### src/rtl/reg_share_pkg.sv
// rtl/reg_share_pkg.sv - shared constants, state encodings and winner search for reg_share_arbiter
package reg_share_pkg;

   localparam int NREQ    = 4;
   localparam int OWNER_W = 2;

   typedef enum logic [1:0] {
      ST_IDLE  = 2'd0,
      ST_GRANT = 2'd1,
      ST_WRITE = 2'd2
   } state_t;

   // First asserted request at or after start, wrapping 3 -> 0.
   // With start fixed at 0 this is plain fixed priority (req[0] highest).
   function automatic logic [OWNER_W-1:0] pick_winner(
      input logic [NREQ-1:0]    req,
      input logic [OWNER_W-1:0] start
   );
      logic [OWNER_W-1:0] idx;
      logic [OWNER_W-1:0] win;
      logic               found;
      win   = start;
      found = 1'b0;
      for (int k = 0; k < NREQ; k++) begin
         idx = start + OWNER_W'(k);
         if (!found && req[idx]) begin
            win   = idx;
            found = 1'b1;
         end
      end
      return win;
   endfunction

endpackage

### src/rtl/reg_en_dff.sv
// rtl/reg_en_dff.sv - WIDTH-bit enabled D-flip-flop register with async active-low clear
module reg_en_dff #(
   parameter int WIDTH = 8
) (
   input  logic             clk,
   input  logic             clr_n,
   input  logic             en,
   input  logic [WIDTH-1:0] d,
   output logic [WIDTH-1:0] q
);

   // Load d when enabled; clear immediately on clr_n low.
   always_ff @(posedge clk or negedge clr_n) begin
      if (!clr_n) begin
         q <= '0;
      end else if (en) begin
         q <= d;
      end
   end

endmodule

### src/rtl/reg_share_arbiter.sv
// rtl/reg_share_arbiter.sv - arbiter/write sequencer for one shared register; ARB_ROUND_ROBIN_EN selects round-robin
module reg_share_arbiter
   import reg_share_pkg::*;
#(
   parameter int WIDTH = 8
) (
   input  logic                  clk,
   input  logic                  reset_n,
   input  logic [NREQ-1:0]       req,
   input  logic [NREQ*WIDTH-1:0] wdata,
   output logic [NREQ-1:0]       gnt,
   output logic [OWNER_W-1:0]    owner,
   output logic                  busy,
   output logic                  wr_done,
   output logic [WIDTH-1:0]      q
);

   state_t             state;
   state_t             state_nxt;
   logic [NREQ-1:0]    gnt_nxt;
   logic [OWNER_W-1:0] owner_nxt;
   logic               busy_nxt;
   logic               wr_done_nxt;
   logic [OWNER_W-1:0] win;
   logic [OWNER_W-1:0] ptr;
   logic               load_en;

`ifdef ARB_ROUND_ROBIN_EN
   // Search pointer moves just past the owner after every completed write;
   // aborts never reach WRITE, so they leave it alone.
   always_ff @(posedge clk or negedge reset_n) begin
      if (!reset_n) begin
         ptr <= '0;
      end else if (state == ST_WRITE) begin
         ptr <= owner + 1'b1;
      end
   end
`else
   assign ptr = '0;
`endif

   assign win     = pick_winner(req, ptr);
   assign load_en = (state == ST_GRANT) && req[owner];

   // Next state and next registered outputs; defaults hold everything but the wr_done pulse.
   always_comb begin
      state_nxt   = ST_IDLE;
      gnt_nxt     = gnt;
      owner_nxt   = owner;
      busy_nxt    = busy;
      wr_done_nxt = 1'b0;
      case (state)
         ST_IDLE: begin
            if (|req) begin
               state_nxt      = ST_GRANT;
               gnt_nxt        = '0;
               gnt_nxt[win]   = 1'b1;
               owner_nxt      = win;
               busy_nxt       = 1'b1;
            end
         end
         ST_GRANT: begin
            if (req[owner]) begin
               state_nxt   = ST_WRITE;
               wr_done_nxt = 1'b1;
            end else begin
               gnt_nxt  = '0;
               busy_nxt = 1'b0;
            end
         end
         ST_WRITE: begin
            gnt_nxt  = '0;
            busy_nxt = 1'b0;
         end
         default: begin
            gnt_nxt  = '0;
            busy_nxt = 1'b0;
         end
      endcase
   end

   // State and handshake output registers.
   always_ff @(posedge clk or negedge reset_n) begin
      if (!reset_n) begin
         state   <= ST_IDLE;
         gnt     <= '0;
         owner   <= '0;
         busy    <= 1'b0;
         wr_done <= 1'b0;
      end else begin
         state   <= state_nxt;
         gnt     <= gnt_nxt;
         owner   <= owner_nxt;
         busy    <= busy_nxt;
         wr_done <= wr_done_nxt;
      end
   end

   reg_en_dff #(
      .WIDTH (WIDTH)
   ) u_reg (
      .clk   (clk),
      .clr_n (reset_n),
      .en    (load_en),
      .d     (wdata[owner*WIDTH +: WIDTH]),
      .q     (q)
   );

endmodule

### config.mk
export PLATFORM = sky130hd
export DESIGN_NAME = reg_share_arbiter
export DESIGN_NICKNAME = d
export VERILOG_FILES = /design/src/rtl/reg_share_pkg.sv /design/src/rtl/reg_en_dff.sv /design/src/rtl/reg_share_arbiter.sv
export SDC_FILE = /design/constraint.sdc
export NUM_CORES = 1
export LEC_CHECK = 0
export ABC_AREA = 1
export BUFFER_PORTS_ARGS = -buffer_cell sky130_fd_sc_hd__buf_2
export CAP_MARGIN = 20
export CORE_UTILIZATION = 30
export DETAILED_ROUTE_END_ITERATION = 7
export PLACE_DENSITY_LB_ADDON = 0.2
export SLEW_MARGIN = 15
export SYNTH_ARGS = -nofsm -noshare
export SYNTH_HDL_FRONTEND = slang
export SYNTH_SLANG_ARGS = --single-unit
### constraint.sdc
create_clock -name clk -period 1.8 [get_ports clk]
set_clock_uncertainty 0.2 [all_clocks]
set_input_delay 0.36 -clock clk [delete_from_list [all_inputs] [get_ports clk]]
set_output_delay 0.36 -clock clk [all_outputs]
set_load 0.03 [all_outputs]
== After elaboration in Yosys (flattened, before gate mapping) ==
Cells that the tools add are included.

* Register bits after elaboration: 18
* Output and inout port bits: 16
* Bits of input ports: 38

* Equal/unequal tests: 3
* Shift-type cells: 1
* Reduce and logical (&&, ||, !) cells: 12
* Mux-type cells: 21
* $lt $le $gt $ge: 3

{| class="wikitable"
|+ Operators by type and width
! kind !! number
|-
| $shiftx A32 B6 Y8 || 1
|-
| $mux W1 || 11
|-
| $mux W4 || 2
|-
| $pmux W4 S2 || 1
|-
| $lt A2 B3 Y1 const B || 2
|-
| $mux W2 || 3
|-
| $logic_and A1 B1 Y1 || 5
|-
| $ne A2 B2 Y1 const B || 2
|-
| $pmux W2 S2 || 1
|-
| $reduce_and A2 Y1 || 2
|-
| $reduce_or A4 Y1 || 1
|-
| $logic_not A1 Y1 || 3
|-
| $bmux W1 S2 || 1
|-
| $demux W1 S2 || 1
|-
| $eq A2 B1 Y1 const B || 1
|-
| $ge A2 B1 Y1 const B || 1
|-
| $logic_not A2 Y1 || 1
|-
| $pmux W1 S2 || 1
|}

== Depth between registers and ports, before layout ==
* Depth after elaboration: 16
* Depth in mapped cells: 8
* Gate-level depth less buffers: 7

== Modules after synthesis ==
A second synthesis with hierarchy kept.

* Cells, all modules: 136
* Area total of the unflattened synthesis: 1037.2 sq um

{| class="wikitable"
|+ By module, submodules not included
! module !! cells each !! area each (sq um) !! times used
|-
| reg_share_arbiter || 102 || 732.0 || 1
|-
| reg_en_dff || 34 || 305.3 || 1
|}

== Worst setup path after synthesis ==
No wires, ideal clock.

* Path type: reg-to-reg
* Start point: register owner[0]
* End point: register gnt[0]
* Arrival: 1196 ps
* Stages on the path, launching flop included: 9
* Path slack: 286 ps
* Buffers on the path: 2
* Clock period less this slack: 1514 ps
* Cells stage by stage: dfrtp_1 -> buf_6 -> inv_6 -> nand2_1 -> nand3_2 -> nand3_2 -> buf_6 -> nand3_2 -> nand2_1

* Longest elaborated chain between the ends: 4

{| class="wikitable"
|+ RTL lines
! what !! RTL line !! source
|-
| start: declaration || reg_share_arbiter.sv:12 || <nowiki>output logic [OWNER_W-1:0] owner,</nowiki>
|-
| start signal: assignment || reg_share_arbiter.sv:93 || <nowiki>owner <= owner_nxt;</nowiki>
|-
| $bmux W1 S2 || reg_share_arbiter.sv:63 || <nowiki>if (req[owner]) begin</nowiki>
|-
| $mux W1 (implied by the code) || reg_share_arbiter.sv:63 ||
|-
| $ne A2 B2 Y1 (no line) || n/a ||
|-
| $reduce_and A2 Y1 (no line) || n/a ||
|-
| end signal: assignment || reg_share_arbiter.sv:92 || <nowiki>gnt <= gnt_nxt;</nowiki>
|-
| end: declaration || reg_share_arbiter.sv:11 || <nowiki>output logic [NREQ-1:0] gnt,</nowiki>
|}

Every way passes these cells. The select of a mux whose other input is x is not followed.
A chain may end at the register's enable or synchronous reset.

== Worst setup path after layout ==
* Start point: register owner[0]
* End point: output owner[0]

No word-level cell between the ends.

==> impl_metrics.tcl <==
set metrics [dict create \
    cts-root-buf "clkbuf_4" \
    p_clk_share_pct 9.1 \
    ant_nets 0 \
    maxCapViolations 0 \
    max_stage_delay_ns 0.49 \
    wl_um 2760 \
    netlist_area_sq_um 1030 \
    period_share_pct 88.2 \
    gp_congestion 0.824 \
    via_count 1129 \
    required_ns 1.24 \
    synth_top_area_share_pct 43.5 \
    finalNetCount 238 \
    cts_made_buffers 3 \
    worst_pin_slew_ns 0.408 \
    clkLatencyLatePin_ns 0.29 \
    crit_chain "buf_2" \
    cts.clk_slew.worst_paths_ns 0.10 \
    vias_per_cell 4.67 \
    critical_path_arrival_ns 1.03 \
    track_usage_pct 17.3 \
    cp-startpoint "owner[0]" \
    cts_sinks 18 \
    cp-endpoint "owner[0]" \
    rrSetupSlack_ns 0.26 \
    yosysWarnings 0 \
    min_path_type "input port to flop" \
    power.total_mw 2.15 \
    comb_power_share_pct 59.2 \
    avgSynthCellArea_sq_um 7.19 \
    start_util_pct 32.8 \
    std_cell_rows 20 \
    setup_viol 0 \
    setup_tns_ns 0 \
    antenna_found_initial 0 \
    post-place-ws_ns 0.293 \
    status "complete, no violations" \
    crit_path_start_kind "flop" \
    p_seq_share_pct 31.7 \
    reg2reg_depth 7 \
    switching_share_pct 51.3 \
    die_h_um 60.7 \
    crit_cells 1 \
    htree_levels 1 \
    syn-num-nets 182 \
    path_buf_inv 1 \
    crit_family "flip-flops" \
    regToRegStartpoint "owner[0]" \
    end_kind "output pin" \
    grt_pass1_vias 1094 \
    max_freq_ghz 0.630 \
    relSlewSlack_pct 72.8 \
    grt_pass1_wl_um 4690 \
    slowest_stage "dfrtp_1" \
    drc 0 \
    ir_worst_vdd_uv 802 \
    ys_top_cells_by_count "nand2_1, nor2_1, o21ai_0" \
    rsz0062_at_grt "no" \
    synth_most_common_cell "nand2_1" \
    p_leak_nw 0.771 \
    p_switching_mw 1.10 \
    synth_area_leaders "dfrtp_1, nand2_1, o21ai_0, nor2_1, nand3_2" \
    grt_max_degree 20 \
    fin_hold_ws_ns 0.153 \
    port_buffers 53 \
    layout_setup_ws_ns 0.212 \
    overflow 0 \
    die_x_um 60.7 \
    synth_cells 144 \
    synth_edf_count 0 \
    r2r-end "u_reg.q[1]" \
    slew_violations 0 \
    cts_max_path_buffers 2 \
    synth_top_cell_by_area "dfrtp_1" \
    p_per_area_nw_per_um2 1580 \
    drive_gt1_share_pct 34.3 \
    fin_crit_ns 1.59 \
    wl_per_cell_um 11.4 \
    die_area_sq_um 3690 \
    firstDrtPassIters 4 \
    cp_max_fo 5 \
    hpwl_um 2180 \
    synth_cell_types 18 \
    ys_ff_latch 18 \
    path_class "flop to output pin" \
    synthArstFlopShare_pct 100 \
    diodes 0 \
    cts_tree "yes" \
    drt-initial-drc-count 36 \
    synth-main-ff-cell "dfrtp_1" \
    p_int_mw 1.05 \
    core_area_sq_um 3150 \
    hold_violations 0 \
    synth-seq-area-share_pct 43.5 \
    io_pins 54 \
    area_delta_synth_final_pct 31.4 \
]
-- flip-flops by register name (all words and copies together), names as in the netlist --
name / flops
state: 2
wr_done: 1
u_reg.q: 8
owner: 2
gnt: 4
busy: 1
-- cell usage in the layout (no fill, tap or decap), drive strengths merged --
cell type,count
buf,56
nand2,46
nor2,28
o21ai,27
dfrtp,18
inv,10
nand3,7
clkbuf,3
nand4,2
dlygate4sd3,1
-- power groups by stage --
stage / clock (mW) / combinational [mW] / sequential, mW
after floorplan: 0 / 0.688 / 0.952
after global placement: 0 / 1.26 / 0.687
after detailed placement: 0 / 1.28 / 0.688
after CTS: 0.213 / 1.29 / 0.685
after global routing: 0.233 / 1.42 / 0.708
final: 0.196 / 1.27 / 0.683
-- cell families (layout without fill, tap and decap cells) --
| kind of cell | count (synthesis) | after routing | synth area share [%] |
|---|---|---|---|
| buffers and inverters | 16 | 70 | 8.95 |
| AND/OR/NAND/NOR | 83 | 83 | 34.1 |
| flip-flops | 18 | 18 | 43.5 |
| AO/OA/AOI/OAI | 27 | 27 | 13.4 |
-- stage by stage --
stage	cell area [sq um]	std cells	util, %
detailed placement	1330	238	42.1
global placement	1330	238	42.1
floorplan	1030	144	-
CTS	1360	242	43.1
finish	1360	242	43.1
global route	1360	242	43.1
-- layout make-up --
| class | count | area [sq um] |
|---|---|---|
| clock buffer | 3 | 22.5 |
| timing repair buffer | 57 | 298 |
| sequential | 18 | 450 |
| inverter | 10 | 42.5 |
| fill | 346 | 1790 |
| multi-input combinational | 110 | 492 |
| tap | 44 | 55.1 |
-- how the worst min path moves through the flow --
stage,endpoint,cells past startpoint,start,slack (ns)
after floorplan,busy,0,reset_n,-0.14
after global placement,owner[1],1,reset_n,0.11
after detailed placement,owner[1],1,reset_n,0.12
after CTS,gnt[3],3,req[3],0.14
after global routing,gnt[2],3,req[2],0.13
final,gnt[2],3,req[2],0.15
-- metal layers --
layer	part of all wire (%)	global-route usage, %
met5	0	0
met4	0.76	3.25
met3	5.9	4.69
met2	49	31.4
met1	44	20.6
-- timing repair --
action / 4_1_cts / 5_1_grt
buffers inserted: 0 / 0
resized for setup: 0 / 0
hold endpoints to repair: 18 / 0
hold buffers: 1 / 0
Power figures use the tool's default switching activity.
